**src/rtl/apb_alu_pkg.sv**
```systemverilog
// Shared types and constants for the APB-controlled ALU sequencer:
// FSM states, register indices, operation encoding and CMD bit positions.
package apb_alu_pkg;

  typedef enum logic [1:0] {
    S_IDLE    = 2'd0,
    S_ISSUE   = 2'd1,
    S_CAPTURE = 2'd2
  } state_t;

  localparam logic [1:0] REG_OPA    = 2'd0;
  localparam logic [1:0] REG_OPB    = 2'd1;
  localparam logic [1:0] REG_CMD    = 2'd2;
  localparam logic [1:0] REG_RESULT = 2'd3;

  localparam logic OP_ADD = 1'b0;
  localparam logic OP_SUB = 1'b1;

  localparam int CMD_OP_BIT   = 0;
  localparam int CMD_GO_BIT   = 1;
  localparam int CMD_IE_BIT   = 2;
  localparam int CMD_DONE_BIT = 3;
  localparam int CMD_BUSY_BIT = 4;

endpackage

```
**src/rtl/apb_alu_ctrl_if.sv**
```systemverilog
// APB3 slave bus bundle for apb_alu_ctrl; the bus master drives the request
// side, the controller drives the response side.
interface apb_alu_ctrl_if #(
  parameter int ADDR_W = 4,
  parameter int DATA_W = 16
) ();

  logic              psel;
  logic              penable;
  logic              pwrite;
  logic [ADDR_W-1:0] paddr;
  logic [DATA_W-1:0] pwdata;
  logic [DATA_W-1:0] prdata;
  logic              pready;
  logic              pslverr;

  modport master (
    output psel, penable, pwrite, paddr, pwdata,
    input  prdata, pready, pslverr
  );

  modport slave (
    input  psel, penable, pwrite, paddr, pwdata,
    output prdata, pready, pslverr
  );

endinterface

```
**src/rtl/apb_alu_ctrl.sv**
```systemverilog
// APB register front-end that sequences one add/sub on an external registered
// ALU: IDLE -> ISSUE (one enable pulse) -> CAPTURE (latch result) -> IDLE.
module apb_alu_ctrl
  import apb_alu_pkg::*;
#(
  parameter int ADDR_W = 4,
  parameter int DATA_W = 16
) (
  input  logic              clk,
  input  logic              nreset,
  apb_alu_ctrl_if.slave     apb,
  output logic              alu_enable,
  output logic              alu_control,
  output logic [DATA_W-1:0] alu_a,
  output logic [DATA_W-1:0] alu_b,
  input  logic [DATA_W-1:0] alu_result,
  output logic              irq
);

  state_t state, state_next;

  logic [DATA_W-1:0] opa, opb, result;
  logic              op, ie, done;

  logic [1:0]        idx;
  logic              busy, access, xfer, wr_xfer, rd_xfer, go_accept;
  logic [DATA_W-1:0] cmd_rd, rd_mux;
  logic [ADDR_W-1:0] paddr_unused;

  // Only the word index is decoded; byte-lane bits are ignored.
  assign paddr_unused = apb.paddr;
  assign idx          = apb.paddr[3:2];

  assign busy   = (state != S_IDLE);
  assign access = apb.psel & apb.penable;

  // Register writes stall while an operation runs so operands and command
  // cannot change under it; reads and the rejected RESULT write never wait.
  assign apb.pready   = !(busy && apb.pwrite && (idx != REG_RESULT));
  assign apb.pslverr  = nreset & access & apb.pwrite & (idx == REG_RESULT);

  assign xfer      = access & apb.pready;
  assign wr_xfer   = xfer & apb.pwrite & (idx != REG_RESULT);
  assign rd_xfer   = xfer & ~apb.pwrite;
  assign go_accept = wr_xfer & (idx == REG_CMD) & apb.pwdata[CMD_GO_BIT] & ~busy;

  always_comb begin
    cmd_rd               = '0;
    cmd_rd[CMD_OP_BIT]   = op;
    cmd_rd[CMD_IE_BIT]   = ie;
    cmd_rd[CMD_DONE_BIT] = done;
    cmd_rd[CMD_BUSY_BIT] = busy;
    unique case (idx)
      REG_OPA: rd_mux = opa;
      REG_OPB: rd_mux = opb;
      REG_CMD: rd_mux = cmd_rd;
      default: rd_mux = result;
    endcase
  end

  assign apb.prdata = (nreset && apb.psel) ? rd_mux : '0;

  // NOTE: every output of this block gets a default before the case so no
  // path leaves a signal unassigned and no latch is inferred.
  always_comb begin
    state_next  = state;
    alu_enable  = 1'b0;
    alu_control = 1'b0;
    unique case (state)
      S_IDLE: begin
        if (go_accept) state_next = S_ISSUE;
      end
      S_ISSUE: begin
        alu_enable  = 1'b1;
        alu_control = op;
        state_next  = S_CAPTURE;
      end
      S_CAPTURE: state_next = S_IDLE;
      default:   state_next = S_IDLE;
    endcase
  end

  // NOTE: state is updated with non-blocking assignments so every flop sees
  // the pre-edge values of its neighbours regardless of evaluation order.
  always_ff @(posedge clk or negedge nreset) begin
    if (!nreset) state <= S_IDLE;
    else         state <= state_next;
  end

  always_ff @(posedge clk or negedge nreset) begin
    if (!nreset) begin
      opa    <= '0;
      opb    <= '0;
      result <= '0;
      op     <= OP_ADD;
      ie     <= 1'b0;
      done   <= 1'b0;
    end else begin
      if (wr_xfer && idx == REG_OPA) opa <= apb.pwdata;
      if (wr_xfer && idx == REG_OPB) opb <= apb.pwdata;
      if (wr_xfer && idx == REG_CMD) begin
        op <= apb.pwdata[CMD_OP_BIT];
        ie <= apb.pwdata[CMD_IE_BIT];
      end
      // A fresh capture outranks a clear; go and capture never coincide.
      if (state == S_CAPTURE) begin
        result <= alu_result;
        done   <= 1'b1;
      end else if (go_accept || (rd_xfer && idx == REG_RESULT)) begin
        done <= 1'b0;
      end
    end
  end

  assign alu_a = opa;
  assign alu_b = opb;
  assign irq   = done & ie;

endmodule

```
**src/flat_wrapper.sv**
```systemverilog
// flat-port wrapper written by rule: the top's interface ports become plain ports
module apb_alu_ctrl_flat import apb_alu_pkg::*;
#(
  parameter int ADDR_W = 4,
  parameter int DATA_W = 16
)
  (clk, nreset, alu_enable, alu_control, alu_a, alu_b, alu_result, irq, apb_psel, apb_penable, apb_pwrite, apb_paddr, apb_pwdata, apb_prdata, apb_pready, apb_pslverr);
  apb_alu_ctrl_if #(.ADDR_W(ADDR_W), .DATA_W(DATA_W)) apb_i ();
  input  logic clk;
  input  logic nreset;
  output logic alu_enable;
  output logic alu_control;
  output logic [DATA_W-1:0] alu_a;
  output logic [DATA_W-1:0] alu_b;
  input  logic [DATA_W-1:0] alu_result;
  output logic irq;
  input wire logic [$bits(apb_i.psel)-1:0] apb_psel;
  input wire logic [$bits(apb_i.penable)-1:0] apb_penable;
  input wire logic [$bits(apb_i.pwrite)-1:0] apb_pwrite;
  input wire logic [$bits(apb_i.paddr)-1:0] apb_paddr;
  input wire logic [$bits(apb_i.pwdata)-1:0] apb_pwdata;
  output wire logic [$bits(apb_i.prdata)-1:0] apb_prdata;
  output wire logic [$bits(apb_i.pready)-1:0] apb_pready;
  output wire logic [$bits(apb_i.pslverr)-1:0] apb_pslverr;
  assign apb_i.psel = apb_psel;
  assign apb_i.penable = apb_penable;
  assign apb_i.pwrite = apb_pwrite;
  assign apb_i.paddr = apb_paddr;
  assign apb_i.pwdata = apb_pwdata;
  assign apb_prdata = apb_i.prdata;
  assign apb_pready = apb_i.pready;
  assign apb_pslverr = apb_i.pslverr;
  apb_alu_ctrl #(.ADDR_W(ADDR_W), .DATA_W(DATA_W)) u_core (.clk(clk), .nreset(nreset), .apb(apb_i), .alu_enable(alu_enable), .alu_control(alu_control), .alu_a(alu_a), .alu_b(alu_b), .alu_result(alu_result), .irq(irq));
endmodule
```
**config.mk**
```make
export PLATFORM = sky130hd
export DESIGN_NAME = apb_alu_ctrl_flat
export DESIGN_NICKNAME = d
export VERILOG_FILES = /design/src/rtl/apb_alu_pkg.sv /design/src/rtl/apb_alu_ctrl_if.sv /design/src/rtl/apb_alu_ctrl.sv /design/src/flat_wrapper.sv
export SDC_FILE = /design/constraint.sdc
export NUM_CORES = 1
export LEC_CHECK = 0
export BUFFER_PORTS_ARGS = -buffer_cell sky130_fd_sc_hd__buf_4
export CAP_MARGIN = 30
export CORE_UTILIZATION = 30
export DETAILED_ROUTE_END_ITERATION = 10
export PLACE_DENSITY = 0.57
export SLEW_MARGIN = 20
export SYNTH_ARGS = -nofsm -noshare
export SYNTH_HDL_FRONTEND = slang
export SYNTH_SLANG_ARGS = --single-unit
```
**constraint.sdc**
```tcl
create_clock -name clk -period 2.21 [get_ports clk]
set_clock_uncertainty 0.05 [all_clocks]
set_input_delay 0.221 -clock clk [delete_from_list [all_inputs] [get_ports clk]]
set_output_delay 0.221 -clock clk [all_outputs]
set_load 0.01 [all_outputs]
```
### After elaboration in Yosys (flattened, before gate mapping)

Cells that the tools add are included.

| word-level totals | value |
|---|---|
| bits in registers | 53 |
| latch bits | 0 |
| bits in writable memories | 0 |
| ROM bits | 0 |
| output and inout bits | 53 |
| memories | 0 |

| operators by class | value |
|---|---|
| add/sub/neg operators | 0 |
| multiply operators | 0 |
| div/mod/pow operators | 0 |
| magnitude comparators | 0 |
| equality and inequality tests | 7 |
| shift-type cells | 0 |
| multiplexer cells | 8 |
| bitwise gates (word level) | 14 |
| reduce and logical (&&, ||, !) cells | 13 |

Operator list:

| kind | count |
|---|---|
| 16-bit case mux with 3 select lines | 1 |
| 16-bit two-way mux | 1 |
| 1-bit AND | 12 |
| 1-bit logical AND | 7 |
| 2-bit == test, second input constant | 3 |
| 2-bit by 1-bit == test with 1-bit output, second input constant | 2 |
| 2-bit zero test | 2 |
| 1-bit two-way mux | 4 |
| 2-bit case mux with 2 select lines | 1 |
| 2-bit nonzero test | 2 |
| 2-bit two-way mux | 1 |
| 2-bit by 1-bit inequality test with 1-bit output, second input constant | 1 |
| 2-bit inequality test, second input constant | 1 |
| 1-bit inverter | 2 |
| 1-bit zero test | 1 |
| 1-bit logical OR | 1 |

### Logic depth before layout (Yosys ltp)

Gate-level depths: netlist (run 1).

| depth | value |
|---|---|
| depth in word-level cells | 13 |
| mapped depth | 5 |
| gate-level depth less buffers | 3 |

### Worst setup path before layout (run 1)

OpenSTA, ideal clock, no wires.

| timing path | value |
|---|---|
| path kind | reg2reg |
| start | register u_core.state[1] |
| end | register u_core.opb[10], in the netlist u_core.alu_b[10] |
| data arrival time | 1,709 ps |
| required time | 2,035 ps |
| path slack | 326 ps |
| stages on the path, launching flop included | 6 |
| buffers on the path | 2 |
| path through | dfrtp_1 -> or2_4 -> or4_4 -> buf_6 -> buf_12 -> mux2_4 |

| on the way | value |
|---|---|
| longest elaborated chain between the ends | 8 |

RTL lines:

| element | RTL line | RTL |
|---|---|---|
| start, declared | apb_alu_ctrl.sv:20 | `state_t state, state_next;` |
| start signal, assigned | apb_alu_ctrl.sv:87 | `else state <= state_next;` |
| 2-bit nonzero test | apb_alu_ctrl.sv:34 | `assign busy = (state != S_IDLE);` |
| 1-bit logical AND (2 in a row) | apb_alu_ctrl.sv:39 | `assign apb.pready = !(busy && apb.pwrite && (idx != REG_RESULT));` |
| 1-bit zero test | apb_alu_ctrl.sv:39 |  |
| 1-bit AND | apb_alu_ctrl.sv:42 | `assign xfer = access & apb.pready;` |
| 1-bit AND (2 in a row) | apb_alu_ctrl.sv:43 | `assign wr_xfer = xfer & apb.pwrite & (idx != REG_RESULT);` |
| 1-bit logical AND | apb_alu_ctrl.sv:100 | `if (wr_xfer && idx == REG_OPB) opb <= apb.pwdata;` |
| end signal, assigned | apb_alu_ctrl.sv:100 |  |
| end, declared | apb_alu_ctrl.sv:22 | `logic [DATA_W-1:0] opa, opb, result;` |

Every way passes these cells.
A chain may end at the register's enable or synchronous reset.

### Final worst setup path (run 1)

| timing path | value |
|---|---|
| start | register u_core.state[1] |
| end | output port apb_prdata[4] |

| on the way | value |
|---|---|
| longest elaborated chain between the ends | 3 |

RTL lines:

| element | RTL line | RTL |
|---|---|---|
| 2-bit nonzero test | apb_alu_ctrl.sv:34 |  |
| 16-bit case mux with 3 select lines | apb_alu_ctrl.sv:53 | `unique case (idx)` |
| 16-bit two-way mux | apb_alu_ctrl.sv:61 | `assign apb.prdata = (nreset && apb.psel) ? rd_mux : '0;` |
| end, declared | flat_wrapper.sv:22 | `output wire logic [$bits(apb_i.prdata)-1:0] apb_prdata;` |

Every way passes these cells.

==> out/qor.yml, run 1 <==
power_and_ir_drop:
  clock_power_share_pct: 19.8
  p_comb_share_pct: 30.2
  p_switching_mw: 0.747
  p_leak_nw: 1.67
  p_int_mw: 1.91
  p_sw_share_pct: 28.1
  p_seq_share_pct: 50.0
  ir_drop_mv: 0.315
  cellPowerDensity_nw_per_um2: 777
  total_power_mw: 2.65
cells_and_area:
  syn_to_final_growth_pct: 34.2
  n_antenna_cell: 0
  final_nets: 317
  fin_util_pct: 41.6
  drive_gt1_share_pct: 62.8
sta:
  timing.fmax_mhz: 489
  finalSetupViolCount: 0
  maxSlewHeadroom_pct: 53.7
  period_share_pct: 92.5
  finalCriticalPeriod_ns: 2.04
  drv_slew: 0
  final_hold_viol_count: 0
  tns_ns: 0
  grt_setup_unrepaired: "false"
  worst_pin_slew_ns: 0.695
cts:
  cts_root_buf: "clkbuf_8"
  clkTransAtPathRegs_ns: 0.09
  ctsResizeCount: 0
  cts_buffers: 5
  clk_latency_ns: 0.30
  cts-htree-levels: 2
  clock_sinks: 53
  holdBufCountCts: 0
  post_cts_buffers: 0
  clock_path_buffers: 2
  cts_tree: "done"
logic_synthesis:
  synth_area_um2: 2550
  yosysWarnings: 0
  avgSynthCellArea_um2: 13.9
  synth_cell_types: 22
  ys_seq_elements: 53
  yosysTopAreaCellShare_pct: 52.1
  yosysSeqAreaShare_pct: 52.1
  synth_top_cell_by_area: "dfrtp_1"
  synth_area_leaders: "dfrtp_1 (52%), mux2_2 (23%), mux2_4 (6.5%), a22oi_1 (3.5%), mux4_2 (2.7%)"
  synth_cells: 183
  synth_nets: 224
run_status:
  status: "finished clean"
global_route:
  grt_max_degree: 54
  overflow: 0
  first_global_vias: 1801
  antenna_found_initial: 0
  grt_pass1_wl_mm: 10.0
  grt_usage_pct: 15.2
die:
  ioPinCount: 94
  start_util_pct: 31.0
  die-area_um2: 8860
  die_h_um: 94.1
  die_w_um: 94.1
  design.core.area_um2: 8220
  rows: 33
critical_path:
  crit_path_end: "apb_prdata[4]"
  worstReg2RegStart: "u_core.state[1]"
  critPathLaunch: "u_core.state[1]"
  end_kind: "output pin"
  path_max_fanout: 6
  startpoint_type: "flip-flop"
  regToRegEndpoint: "u_core.alu_b[8]"
  slowest_delay_ns: 0.48
  r2r_slack_ns: 0.28
  setup.worst_path.class: "reg2out"
  required_ns: 1.94
  cp_slowest_cell: "mux4_1"
  ff2ff_path_depth: 3
  worstPathArrival_ns: 1.77
  crit_chain: "or2_4 -> mux4_1 -> nor2b_1 -> buf_4"
placement:
  place.gp.congestion: 0.745
  portBuffers: 91
  dpl.hpwl_mm: 4.54
detailed_routing:
  drc: 0
  viasPerCell: 4.77
  drtAntennaViolNets: 0
  num_vias: 1824
  post_drt_wl_per_cell_um: 16.7
  drt_first_pass_iters: 4
  drt-total-wl_mm: 6.38
  drt_iter0_drc: 68
worst_hold_path:
  min_path_type: "in2async"
flow_run:
  drv_cap: 0
[flip-flops by register name, indices dropped and copies added (netlist names)]
name	cells
u_core.alu_a	16
u_core.alu_b	16
u_core.done	1
u_core.ie	1
u_core.op	1
u_core.result	16
u_core.state	2
[worst min-delay path by stage]
stage | startpoint | to | slack, ns | cells after the start
floorplan | nreset | u_core.alu_a[0] | -0.12 | 0
CTS | nreset | u_core.alu_a[2] | 0.03 | 2
detailed placement | nreset | u_core.alu_a[2] | 0.37 | 2
global placement | nreset | u_core.alu_a[2] | 0.36 | 2
finish | nreset | u_core.alu_a[2] | 0.005 | 2
global route | nreset | u_core.alu_a[2] | 0.07 | 2
[stage by stage]
stage / hold WS [ns] / instance area [um2] / std cells / setup WS (ns)
3_5_place_dp: 0.368 / 3330 / 374 / 0.293
2_1_floorplan: -0.125 / 2550 / 183 / 0.326
6_report: 0.00501 / 3420 / 382 / 0.166
4_1_cts: 0.0346 / 3420 / 382 / 0.150
3_3_place_gp: 0.361 / 3320 / 373 / 0.176
5_1_grt: 0.0660 / 3420 / 382 / 0.0850
[logic make-up after synthesis]
group	count (synthesis)	share of synthesized area (%)
buffers and inverters	13	3.54
AO/OA/AOI/OAI	12	3.54
multiplexers	66	32.7
AND/OR/NAND/NOR	39	8.11
flip-flops	53	52.1
[worst max-delay path, delay by kind of cell, from the launching register on]
kind | cells | cell delay (ns)
buf+inv | 1 | 0.15
flops | 1 | 0.41
mux | 1 | 0.48
simple gates | 2 | 0.43
[per-layer routing]
metal	up-vias	wire length (um)	track usage (%)
met5	-	0	0
met2	53	3160	25.4
met3	5	282	3.24
met4	0	78	4.62
li1	853	-	-
met1	913	2860	19.7
[area by class of cell]
class,count,area [um2]
Timing Repair Buffer,98,739
Inverter,1,3.75
Clock buffer,6,72.6
Sequential cell,53,1330
Tap cell,105,131
Clock inverter,2,10.0
Fill cell,801,4800
Multi-Input combinational cell,117,1130
[synthesized netlist by cell type, drive strengths merged]
library cell	count
nand3b	1
and2	2
nor2b	5
nor3	3
nand3	2
mux2	62
nor2	14
dfrtp	53
or2	1
nand2	5
or4	2
inv	1
a22oi	12
nor4	2
buf	6
clkbuf	6
mux4	4
and2b	2
[placed cells by master, fill, tap and decap left out, drive strengths merged]
master,n
and2b,2
or2,1
inv,1
clkinv,2
nor3,3
mux2,62
nand3,2
nor4,2
nor2b,5
and2,2
mux4,4
nand3b,1
nand2,5
a22oi,12
clkbuf,6
nor2,14
or4,2
dfrtp,53
buf,98
[power groups by stage]
stage / combinational (mW) / sequential, mW / clock, mW
6_report: 0.801 / 1.33 / 0.525
5_1_grt: 0.867 / 1.36 / 0.596
4_1_cts: 0.816 / 1.33 / 0.562
3_5_place_dp: 0.814 / 1.35 / 0
3_3_place_gp: 0.800 / 1.34 / 0
2_1_floorplan: 0.371 / 1.37 / 0
(Power assumes the default switching activity.)
==> run 2: changes to the inputs <==
REMOVE_ABC_BUFFERS = 1   (was unset)
==> run 2 against run 1 <==
Design area is 0.11% lower. Highest routed layer unchanged. Via count is 1.5% lower. Worst hold slack worse by 0.0010 ns. Global-route usage is 0.58 points lower. Wire length is 2.0% lower. Critical path depth stayed put. Sequential power hardly changed. Clock power is 2% higher. Non-clock buffer count stayed put. Critical path type unchanged. Register-to-register slack hardly changed.
==> out/qor.yml, run 2 (synthesized netlist as in run 1, its figures left out) <==
global_route:
  first_global_vias: 1787
  grt_max_degree: 54
  antenna_found_initial: 0
  grt_pass1_wl_mm: 9.65
  overflow: 0
  grt_usage_pct: 14.7
power_and_ir_drop:
  ir_drop_mv: 0.262
  p_leak_nw: 1.67
  cellPowerDensity_nw_per_um2: 779
critical_path:
  slowest_delay_ns: 0.49
  startpoint_type: "flip-flop"
  worstPathArrival_ns: 1.81
  path_max_fanout: 6
  required_ns: 1.94
  cp_slowest_cell: "mux4_1"
  crit_chain: "or2_4 -> mux4_1 -> nor2b_1 -> buf_4"
  end_kind: "output pin"
  setup.worst_path.class: "reg2out"
  cp_top_family: "multiplexers"
  crit_buf_inv: 1
flow_run:
  drv_cap: 0
cells_and_area:
  drive_gt1_share_pct: 62.8
  final_nets: 317
  final_common_cell: "buf_4"
  n_antenna_cell: 0
  syn_to_final_growth_pct: 34.0
  final_cell_area_um2: 3410
  layout_common_cells: "buf_4 (98), dfrtp_1 (53), mux2_2 (51)"
placement:
  dpl.hpwl_mm: 4.47
  place.gp.congestion: 0.698
  portBuffers: 91
  placed_area_um2: 3330
cts:
  clkTransAtPathRegs_ns: 0.10
  cts_root_buf: "clkbuf_8"
  clk_latency_ns: 0.30
  ctsResizeCount: 0
  clock_sinks: 53
  cts-htree-levels: 2
  holdBufCountCts: 0
  clock_path_buffers: 2
  post_cts_buffers: 0
  cts_buffers: 5
  cts_tree: "done"
sta:
  worst_pin_slew_ns: 0.680
  finalCriticalPeriod_ns: 2.08
  period_share_pct: 94.0
  timing.fmax_mhz: 481
  final_hold_viol_count: 0
  finalSetupViolCount: 0
  grt_setup_unrepaired: "false"
  hold_slack_ns: 0.00400
  drv_slew: 0
  tns_ns: 0
  maxSlewHeadroom_pct: 54.7
die:
  die-area_um2: 8860
  design.core.area_um2: 8220
  start_util_pct: 31.0
  die_w_um: 94.1
  rows: 33
  ioPinCount: 94
  die_h_um: 94.1
detailed_routing:
  num_vias: 1797
  drc: 0
  drt_iter0_drc: 53
  drt-total-wl_mm: 6.25
  drtAntennaViolNets: 0
  drt_first_pass_iters: 4
  post_drt_wl_per_cell_um: 16.4
  viasPerCell: 4.70
worst_hold_path:
  min_path_type: "in2async"
run_status:
  status: "finished clean"
==> run 2: stage by stage <==
stage | utilization (%) | setup WS [ns] | cells | power (mW)
6_report | 41.5 | 0.133 | 382 | 2.66
4_1_cts | 41.5 | 0.112 | 382 | 2.71
5_1_grt | 41.5 | 0.0449 | 382 | 2.83
2_1_floorplan | - | 0.421 | 171 | 1.73
3_3_place_gp | 40.4 | 0.192 | 373 | 2.14
3_5_place_dp | 40.5 | 0.311 | 374 | 2.16
==> run 2: final timing paths <==
path	from	to	slack, ns	depth (start not counted)
hold / removal	nreset	u_core.alu_b[7]	0.004	2
min in group clk	alu_result[7]	u_core.result[7]	0.09	2
setup / recovery	u_core.state[1]	apb_prdata[4]	0.13	4
max in group asynchronous	nreset	u_core.alu_a[9]	1.65	2
setup reg to reg	u_core.state[1]	u_core.alu_b[6]	0.29	3
hold reg to reg	u_core.result[11]	u_core.result[11]	0.46	1
==> run 2: layout make-up <==
class,instances,area (um2)
clock inverters,2,10.0
repair buffers,98,736
well taps,105,131
flip-flops and latches,53,1330
fillers,803,4800
clock buffers,6,72.6
inverters,1,3.75
multi-input cells,117,1130
==> run 2: report_power, final <==
part,internal (mW),leakage [nW],switching (mW)
sequential,1.18,0.663,0.148
clock,0.221,0.0450,0.315
combinational,0.510,0.962,0.290
==> run 2: worst register-to-register path, cell delays in order, from the launching register on <==
cell,delay [ns]
dfrtp_1,0.41
or2_4,0.29
or4_4,0.70
mux2_4,0.36
==> run 2: metal layers <==
layer  up-vias  share of wire [%]  track usage (%)
li1        842                  -                -
met1       895                 48             20.8
met5         -                  0                0
met2        55                 46             22.9
met4         0               0.70             3.08
met3         5                4.7             3.07
